$ cat src/rtl/dmem_pkg.sv
// dmem_pkg: shared types for the data-memory access controller.
// Op encodings, controller states and default bus widths.
package dmem_pkg;

    localparam int DMEM_ADDR_W = 4;
    localparam int DMEM_DATA_W = 8;

    typedef enum logic [1:0] {
        OP_LOAD  = 2'b00,
        OP_STORE = 2'b01,
        OP_COPY  = 2'b10,
        OP_FILL  = 2'b11
    } op_e;

    typedef enum logic [2:0] {
        IDLE,
        LOAD_RD,
        STORE_WR,
        COPY_RD,
        COPY_WR,
        FILL_WR,
        RESP
    } state_e;

endpackage

$ cat src/rtl/dmem_access_ctrl_if.sv
// dmem_access_ctrl_if: command/response handshake between core and
// the data-memory access controller.
interface dmem_access_ctrl_if #(
    parameter int ADDR_W = dmem_pkg::DMEM_ADDR_W,
    parameter int DATA_W = dmem_pkg::DMEM_DATA_W,
    parameter int LEN_W  = ADDR_W + 1
);

    logic              Req_Valid;
    logic              Req_Ready;
    logic [1:0]        Req_Op;
    logic [ADDR_W-1:0] Req_Addr;
    logic [ADDR_W-1:0] Req_Src;
    logic [LEN_W-1:0]  Req_Len;
    logic [DATA_W-1:0] Req_Data;
    logic              Rsp_Valid;
    logic              Rsp_Ready;
    logic [DATA_W-1:0] Rsp_Data;

    modport master (
        output Req_Valid, Req_Op, Req_Addr, Req_Src,
        output Req_Len, Req_Data, Rsp_Ready,
        input  Req_Ready, Rsp_Valid, Rsp_Data
    );

    modport slave (
        input  Req_Valid, Req_Op, Req_Addr, Req_Src,
        input  Req_Len, Req_Data, Rsp_Ready,
        output Req_Ready, Rsp_Valid, Rsp_Data
    );

endinterface

$ cat src/rtl/dmem_addr_gen.sv
// dmem_addr_gen: block-command base registers and byte offset.
// Produces wrapped src/dst addresses and a last-byte flag.
module dmem_addr_gen
    import dmem_pkg::*;
#(
    parameter int ADDR_W = DMEM_ADDR_W,
    parameter int LEN_W  = ADDR_W + 1
)
(
    input  logic              clk,
    input  logic              rst_n,
    input  logic              load,
    input  logic              step,
    input  logic [ADDR_W-1:0] src_in,
    input  logic [ADDR_W-1:0] dst_in,
    input  logic [LEN_W-1:0]  len_in,
    output logic [ADDR_W-1:0] dst_addr,
    output logic [ADDR_W-1:0] src_next,
    output logic [ADDR_W-1:0] dst_next,
    output logic [LEN_W-1:0]  len,
    output logic              last
);

    logic [ADDR_W-1:0] src_base;
    logic [ADDR_W-1:0] dst_base;
    logic [LEN_W-1:0]  off;
    logic [ADDR_W-1:0] off_a;

    // Latch bases and length on accept; advance one byte per step.
    always_ff @(posedge clk or negedge rst_n) begin
        if (!rst_n) begin
            src_base <= '0;
            dst_base <= '0;
            len      <= '0;
            off      <= '0;
        end else if (load) begin
            src_base <= src_in;
            dst_base <= dst_in;
            len      <= len_in;
            off      <= '0;
        end else if (step) begin
            off <= off + LEN_W'(1);
        end
    end

    assign off_a    = off[ADDR_W-1:0];
    assign dst_addr = dst_base + off_a;
    assign src_next = src_base + off_a + ADDR_W'(1);
    assign dst_next = dst_addr + ADDR_W'(1);
    assign last     = (off + LEN_W'(1)) == len;

endmodule

$ cat src/rtl/dmem_access_ctrl.sv
// dmem_access_ctrl: sequences load/store/copy/fill commands onto the
// data memory pins and returns one response per command.
module dmem_access_ctrl
    import dmem_pkg::*;
#(
    parameter int ADDR_W = DMEM_ADDR_W,
    parameter int DATA_W = DMEM_DATA_W,
    parameter int LEN_W  = ADDR_W + 1
)
(
    input  logic              Clock,
    input  logic              Reset_n,
    dmem_access_ctrl_if.slave bus,
    output logic              Busy,
    output logic              Mem_Write_Enable,
    output logic [ADDR_W-1:0] Mem_Write_Address,
    output logic [ADDR_W-1:0] Mem_Read_Address,
    output logic [DATA_W-1:0] Mem_Data_In,
    input  logic [DATA_W-1:0] Mem_Data_Out
);

    state_e            state;
    state_e            state_d;
    logic              rst_done;
    logic              req_ready;
    logic              accept;
    logic              we_d;
    logic [ADDR_W-1:0] waddr_d;
    logic [ADDR_W-1:0] raddr_d;
    logic [DATA_W-1:0] din_d;
    logic              rsp_valid_q;
    logic              rsp_valid_d;
    logic [DATA_W-1:0] rsp_data_q;
    logic [DATA_W-1:0] rsp_data_d;
    logic              ag_load;
    logic              ag_step;
    logic [ADDR_W-1:0] ag_dst;
    logic [ADDR_W-1:0] ag_src_nx;
    logic [ADDR_W-1:0] ag_dst_nx;
    logic [LEN_W-1:0]  ag_len;
    logic              ag_last;

    dmem_addr_gen #(
        .ADDR_W (ADDR_W),
        .LEN_W  (LEN_W)
    ) u_addr_gen (
        .clk      (Clock),
        .rst_n    (Reset_n),
        .load     (ag_load),
        .step     (ag_step),
        .src_in   (bus.Req_Src),
        .dst_in   (bus.Req_Addr),
        .len_in   (bus.Req_Len),
        .dst_addr (ag_dst),
        .src_next (ag_src_nx),
        .dst_next (ag_dst_nx),
        .len      (ag_len),
        .last     (ag_last)
    );

    assign req_ready     = rst_done && (state == IDLE);
    assign accept        = bus.Req_Valid && req_ready;
    assign bus.Req_Ready = req_ready;
    assign bus.Rsp_Valid = rsp_valid_q;
    assign bus.Rsp_Data  = rsp_data_q;
    assign Busy          = state != IDLE;

    // State register plus registered memory pins and response.
    always_ff @(posedge Clock or negedge Reset_n) begin
        if (!Reset_n) begin
            state             <= IDLE;
            rst_done          <= 1'b0;
            Mem_Write_Enable  <= 1'b0;
            Mem_Write_Address <= '0;
            Mem_Read_Address  <= '0;
            Mem_Data_In       <= '0;
            rsp_valid_q       <= 1'b0;
            rsp_data_q        <= '0;
        end else begin
            state             <= state_d;
            rst_done          <= 1'b1;
            Mem_Write_Enable  <= we_d;
            Mem_Write_Address <= waddr_d;
            Mem_Read_Address  <= raddr_d;
            Mem_Data_In       <= din_d;
            rsp_valid_q       <= rsp_valid_d;
            rsp_data_q        <= rsp_data_d;
        end
    end

    // Next state and next values of the registered outputs.
    always_comb begin
        state_d     = state;
        we_d        = 1'b0;
        waddr_d     = Mem_Write_Address;
        raddr_d     = Mem_Read_Address;
        din_d       = Mem_Data_In;
        rsp_valid_d = 1'b0;
        rsp_data_d  = rsp_data_q;
        ag_load     = 1'b0;
        ag_step     = 1'b0;
        unique case (state)
            IDLE: begin
                if (accept) begin
                    ag_load = 1'b1;
                    unique case (op_e'(bus.Req_Op))
                        OP_LOAD: begin
                            state_d = LOAD_RD;
                            raddr_d = bus.Req_Addr;
                        end
                        OP_STORE: begin
                            state_d = STORE_WR;
                            we_d    = 1'b1;
                            waddr_d = bus.Req_Addr;
                            din_d   = bus.Req_Data;
                        end
                        OP_COPY: begin
                            if (bus.Req_Len == '0) begin
                                state_d    = RESP;
                                rsp_data_d = '0;
                            end else begin
                                state_d = COPY_RD;
                                raddr_d = bus.Req_Src;
                            end
                        end
                        OP_FILL: begin
                            if (bus.Req_Len == '0) begin
                                state_d    = RESP;
                                rsp_data_d = '0;
                            end else begin
                                state_d = FILL_WR;
                                we_d    = 1'b1;
                                waddr_d = bus.Req_Addr;
                                din_d   = bus.Req_Data;
                            end
                        end
                        default: state_d = IDLE;
                    endcase
                end
            end
            LOAD_RD: begin
                state_d    = RESP;
                rsp_data_d = Mem_Data_Out;
            end
            STORE_WR: begin
                state_d    = RESP;
                rsp_data_d = DATA_W'(1);
            end
            COPY_RD: begin
                state_d = COPY_WR;
                we_d    = 1'b1;
                waddr_d = ag_dst;
                din_d   = Mem_Data_Out;
            end
            COPY_WR: begin
                if (ag_last) begin
                    state_d    = RESP;
                    rsp_data_d = DATA_W'(ag_len);
                end else begin
                    state_d = COPY_RD;
                    ag_step = 1'b1;
                    raddr_d = ag_src_nx;
                end
            end
            FILL_WR: begin
                if (ag_last) begin
                    state_d    = RESP;
                    rsp_data_d = DATA_W'(ag_len);
                end else begin
                    ag_step = 1'b1;
                    we_d    = 1'b1;
                    waddr_d = ag_dst_nx;
                end
            end
            RESP: begin
                rsp_valid_d = 1'b1;
                if (rsp_valid_q && bus.Rsp_Ready) begin
                    state_d     = IDLE;
                    rsp_valid_d = 1'b0;
                end
            end
            default: state_d = IDLE;
        endcase
    end

endmodule

$ cat src/flat_wrapper.sv
// flat-port wrapper written by rule: the top's interface ports become plain ports
module dmem_access_ctrl_flat import dmem_pkg::*;
#(
    parameter int ADDR_W = DMEM_ADDR_W,
    parameter int DATA_W = DMEM_DATA_W,
    parameter int LEN_W  = ADDR_W + 1
)
  (Clock, Reset_n, Busy, Mem_Write_Enable, Mem_Write_Address, Mem_Read_Address, Mem_Data_In, Mem_Data_Out, bus_Req_Valid, bus_Req_Op, bus_Req_Addr, bus_Req_Src, bus_Req_Len, bus_Req_Data, bus_Rsp_Ready, bus_Req_Ready, bus_Rsp_Valid, bus_Rsp_Data);
  dmem_access_ctrl_if #(.ADDR_W(ADDR_W), .DATA_W(DATA_W), .LEN_W(LEN_W)) bus_i ();
  input  logic Clock;
  input  logic Reset_n;
  output logic Busy;
  output logic Mem_Write_Enable;
  output logic [ADDR_W-1:0] Mem_Write_Address;
  output logic [ADDR_W-1:0] Mem_Read_Address;
  output logic [DATA_W-1:0] Mem_Data_In;
  input  logic [DATA_W-1:0] Mem_Data_Out;
  input wire logic [$bits(bus_i.Req_Valid)-1:0] bus_Req_Valid;
  input wire logic [$bits(bus_i.Req_Op)-1:0] bus_Req_Op;
  input wire logic [$bits(bus_i.Req_Addr)-1:0] bus_Req_Addr;
  input wire logic [$bits(bus_i.Req_Src)-1:0] bus_Req_Src;
  input wire logic [$bits(bus_i.Req_Len)-1:0] bus_Req_Len;
  input wire logic [$bits(bus_i.Req_Data)-1:0] bus_Req_Data;
  input wire logic [$bits(bus_i.Rsp_Ready)-1:0] bus_Rsp_Ready;
  output wire logic [$bits(bus_i.Req_Ready)-1:0] bus_Req_Ready;
  output wire logic [$bits(bus_i.Rsp_Valid)-1:0] bus_Rsp_Valid;
  output wire logic [$bits(bus_i.Rsp_Data)-1:0] bus_Rsp_Data;
  assign bus_i.Req_Valid = bus_Req_Valid;
  assign bus_i.Req_Op = bus_Req_Op;
  assign bus_i.Req_Addr = bus_Req_Addr;
  assign bus_i.Req_Src = bus_Req_Src;
  assign bus_i.Req_Len = bus_Req_Len;
  assign bus_i.Req_Data = bus_Req_Data;
  assign bus_i.Rsp_Ready = bus_Rsp_Ready;
  assign bus_Req_Ready = bus_i.Req_Ready;
  assign bus_Rsp_Valid = bus_i.Rsp_Valid;
  assign bus_Rsp_Data = bus_i.Rsp_Data;
  dmem_access_ctrl #(.ADDR_W(ADDR_W), .DATA_W(DATA_W), .LEN_W(LEN_W)) u_core (.Clock(Clock), .Reset_n(Reset_n), .bus(bus_i), .Busy(Busy), .Mem_Write_Enable(Mem_Write_Enable), .Mem_Write_Address(Mem_Write_Address), .Mem_Read_Address(Mem_Read_Address), .Mem_Data_In(Mem_Data_In), .Mem_Data_Out(Mem_Data_Out));
endmodule
$ cat config.mk
export PLATFORM = sky130hd
export DESIGN_NAME = dmem_access_ctrl_flat
export DESIGN_NICKNAME = d
export VERILOG_FILES = /design/src/rtl/dmem_pkg.sv /design/src/rtl/dmem_access_ctrl_if.sv /design/src/rtl/dmem_addr_gen.sv /design/src/rtl/dmem_access_ctrl.sv /design/src/flat_wrapper.sv
export SDC_FILE = /design/constraint.sdc
export NUM_CORES = 1
export LEC_CHECK = 0
export BUFFER_PORTS_ARGS = -buffer_cell sky130_fd_sc_hd__buf_2
export CAP_MARGIN = 40
export CORE_MARGIN = 2
export CORE_UTILIZATION = 38
export DETAILED_ROUTE_END_ITERATION = 8
export SLEW_MARGIN = 20
export SYNTH_ARGS = -nofsm -noshare
export SYNTH_HDL_FRONTEND = slang
export SYNTH_SLANG_ARGS = --single-unit
export TNS_END_PERCENT = 50
$ cat constraint.sdc
create_clock -name Clock -period 2.62 [get_ports Clock]
set_input_delay 0.393 -clock Clock [delete_from_list [all_inputs] [get_ports Clock]]
set_output_delay 0.393 -clock Clock [all_outputs]
set_load 0.02 [all_outputs]
==> results.txt <==
----------------------------------------------------
[Place]
  DPL Wire Length ... 5370 um
  # placed instances ... 436
  Global placer's final weighted congestion ... 0.811
  Number of port buffers ... 62

[Timing]
  Period Utilization, post-route ... 0.901
  Maximum frequency from static timing analysis ... 423 MHz
  Worst-margin pin slew ... 589 ps
  Number of failing setup endpoints in the final timing report ... 0
  Number of endpoints with negative hold slack in the final report ... 0
  Unrepaired setup endpoints after global routing ... no
  Clock Skews ... 7.19 ps
  Remaining max-slew budget at the tightest pin ... 0.604
  Crit path time final ... 2360 ps
  Post-Route Setup TNS ... 0 ps
  Max-slew violation total from the final report ... 0

[Power]
  Power per Cell Area ... 1250 mW/mm^2
  Overall power consumption ... 4090 uW
  IR Drop Worst-Case VDD ... 478 uV
  Leakage Power ... 0.00157 uW

[Clock network]
  Number of post-CTS setup repair buffers ... 0
  Skew-Pair Late Insertion Delay ... 310 ps
  Quantity of gates resized following cts ... 0
  Number of levels in the clock H-tree ... 2
  CTS sink count ... 48
  Number of clock buffers inserted by TritonCTS ... 5
  Cts-stage hold buffer count ... 0
  Buffer cell driving the clock tree root ... sky130_fd_sc_hd__clkbuf_8
  Clock-pin slew on the worst setup and hold paths ... 100 ps
  Clock tree buffer depth ... 2
  TritonCTS clock tree ... done

[Synth]
  Fraction of post-synthesis cell area in the top cell type by area ... 0.443
  Sequential fraction of the synthesis area ... 0.443
  Most area-hungry cell type in the Yosys netlist ... sky130_fd_sc_hd__dfrtp_1
  Dominant synthesized flop cell ... sky130_fd_sc_hd__dfrtp_1
  Synthesized area per cell ... 9.71 um^2
  Number of storage elements in the synthesis netlist ... 48
  Synth top area cells ... sky130_fd_sc_hd__dfrtp_1, sky130_fd_sc_hd__nand2_1, sky130_fd_sc_hd__mux2i_1, sky130_fd_sc_hd__ha_1, sky130_fd_sc_hd__a22o_1
  Syn_nets ... 324
  Cells after Synth ... 279
  Count of unique library cells instantiated by Yosys ... 53
  Async S/R FF share, synth ... 1.00
  EDFF count, synth ... 0
  Number of synthesis warnings ... 0
  Netlist area before placement ... 0.00271 mm^2

[Worst setup path]
  Worst Path Max Fanout ... 8
  Worst reg2reg startpoint ... u_core.u_addr_gen.off[0]
  Reg-to-reg endpoint ... u_core.bus.Rsp_Data[0]
  Kind of end point of the critical path ... flop
  Worst reg-to-reg setup slack ... 260 ps
  CP arrival ... 2570 ps
  Critical path required time ... 2830 ps
  Critical Path Source Type ... flop
  Path type of the worst setup path ... flop to flop
  Worst Reg2Reg Path Length in Cells ... 6

[Global routing]
  Maximum number of pins on one net before global-route repair ... 23
  Wire length of the first global-routing pass ... 11700 um
  Vias in the first global route ... 2317
  Number of antenna violations at the first check in global routing ... 0
  Tot GR Track Use ... 0.192
  Remaining global-route overflow ... 0

[Layout]
  Most used cells in the layout excluding fill and tap cells ... sky130_fd_sc_hd__buf_2, sky130_fd_sc_hd__nand2_1, sky130_fd_sc_hd__dfrtp_1
  Final cell count without fillers ... 444
  N_diodes ... 0
  Post-layout net count ... 392
  Share of post-route cells with drive strength above 1 ... 0.264
  Layout overhead on the synthesized area ... 21.2%
  Most common cell after layout, fill and taps aside ... sky130_fd_sc_hd__buf_2

[Die]
  Initial Utilization ... 0.397
  Die outline height ... 88.4 um
  Placeable Area ... 0.00683 mm^2
  Total Die Area ... 0.00782 mm^2
  Die span in x ... 88.4 um
  Io pins ... 63
  Number of rows in the core area ... 30

[Outcome]
  Status ... complete, no violations

[Routing]
  Overall routed net length ... 7020 um
  Via count normalized by instance count ... 5.27
  Number of search-and-repair iterations in the first detailed-routing pass ... 4
  Initial detailed-routing violation count ... 126
  Number of nets with antenna violations after detailed routing ... 0
  Average wire per standard cell ... 15.8 um
  Final routed DRC violation total ... 0
  Total number of vias ... 2339

[Min path]
  Classification of the worst-slack hold path ... input pin to async pin

[Run]
  Number of maximum-capacitance violations ... 0

----------------------------------------------------
## power by group
| part | switching [uW] | internal, uW |
|---|---|---|
| Combinational | 1240 | 1000 |
| Sequential | 288 | 1080 |
| Clock | 283 | 192 |
| Total | 1810 | 2280 |
## metrics by stage
step | hold slack (ps) | setup WS [ps] | utilization | area (um^2)
2_1_floorplan | 97.4 | 327 | - | 2710
3_3_place_gp | 469 | 270 | 0.463 | 3160
3_5_place_dp | 369 | 243 | 0.467 | 3190
4_1_cts | 27.5 | 247 | 0.481 | 3280
5_1_grt | 44.1 | 116 | 0.481 | 3280
6_report | 17.1 | 259 | 0.481 | 3280
## sequential cells by signal, summed over array words and instances, names as in the netlist
register and flops:
u_core.u_addr_gen.dst_base 4, u_core.u_addr_gen.len 5, u_core.Mem_Data_In 8, u_core.state 3, u_core.bus.Rsp_Valid 1, u_core.bus.Rsp_Data 8, u_core.Mem_Read_Address 4, u_core.Mem_Write_Enable 1
u_core.Mem_Write_Address 4, u_core.u_addr_gen.src_base 4, u_core.u_addr_gen.off 5, u_core.rst_done 1
## cell usage after synthesis (all sizes together), types with 3 or more instances
cell	instances
buf	5
nand2	51
inv	9
xnor2	10
nor2b	8
nor3	5
dfrtp	48
nor2	16
nand3	6
ha	8
mux2	4
o21ai	7
clkbuf	9
and3b	4
a211oi	5
a221oi	3
a22o	11
mux2i	13
a21oi	19
## layout make-up
type                            instances  area (um^2)
Clock buffer                            5         68.8
Tap cell                               96          120
Fill cell                             706         3550
Sequential cell                        48         1200
Inverter                                9         33.8
Timing Repair Buffer                   75          428
Clock inverter                          3         22.5
Multi-Input combinational cell        208         1410
## worst max-delay path by stage
| stage | from | endpoint |
|---|---|---|
| finish | u_core.u_addr_gen.off[0] | u_core.bus.Rsp_Data[0] |
| global placement | bus_Req_Len[0] | u_core.Mem_Write_Address[3] |
| detailed placement | bus_Req_Len[0] | u_core.Mem_Write_Address[2] |
| CTS | u_core.u_addr_gen.off[0] | u_core.Mem_Read_Address[0] |
| floorplan | bus_Req_Len[0] | u_core.Mem_Write_Address[0] |
| global route | u_core.u_addr_gen.off[0] | u_core.Mem_Read_Address[3] |
## logic make-up after synthesis
family / count (synthesis) / share of synthesized area
AOI/OAI and AO/OA: 68 / 0.182
xor gates and xnor gates: 13 / 0.0471
adders and majority gates: 10 / 0.0517
buffers and inverters: 23 / 0.0365
DFF: 48 / 0.443
muxes: 17 / 0.0688
other: 1 / 0.00138
and+or+nand+nor: 99 / 0.169
## worst max-delay path, cell delays in order, from the launching register on
cell	delay (ps)
sky130_fd_sc_hd__dfrtp_1	460
sky130_fd_sc_hd__ha_1	290
sky130_fd_sc_hd__xnor2_1	150
sky130_fd_sc_hd__o2bb2ai_1	160
sky130_fd_sc_hd__a2111o_1	550
sky130_fd_sc_hd__o22a_1	330
sky130_fd_sc_hd__mux2_2	310
## metal layers
layer  track usage  vias to the layer above  wire (um)
li1              -                     1124          -
met1         0.276                     1141       3400
met2         0.312                       67       3220
met3        0.0308                        7        328
met4        0.0344                        0         71
met5             0                        -          0
(Power assumes the default switching activity.)
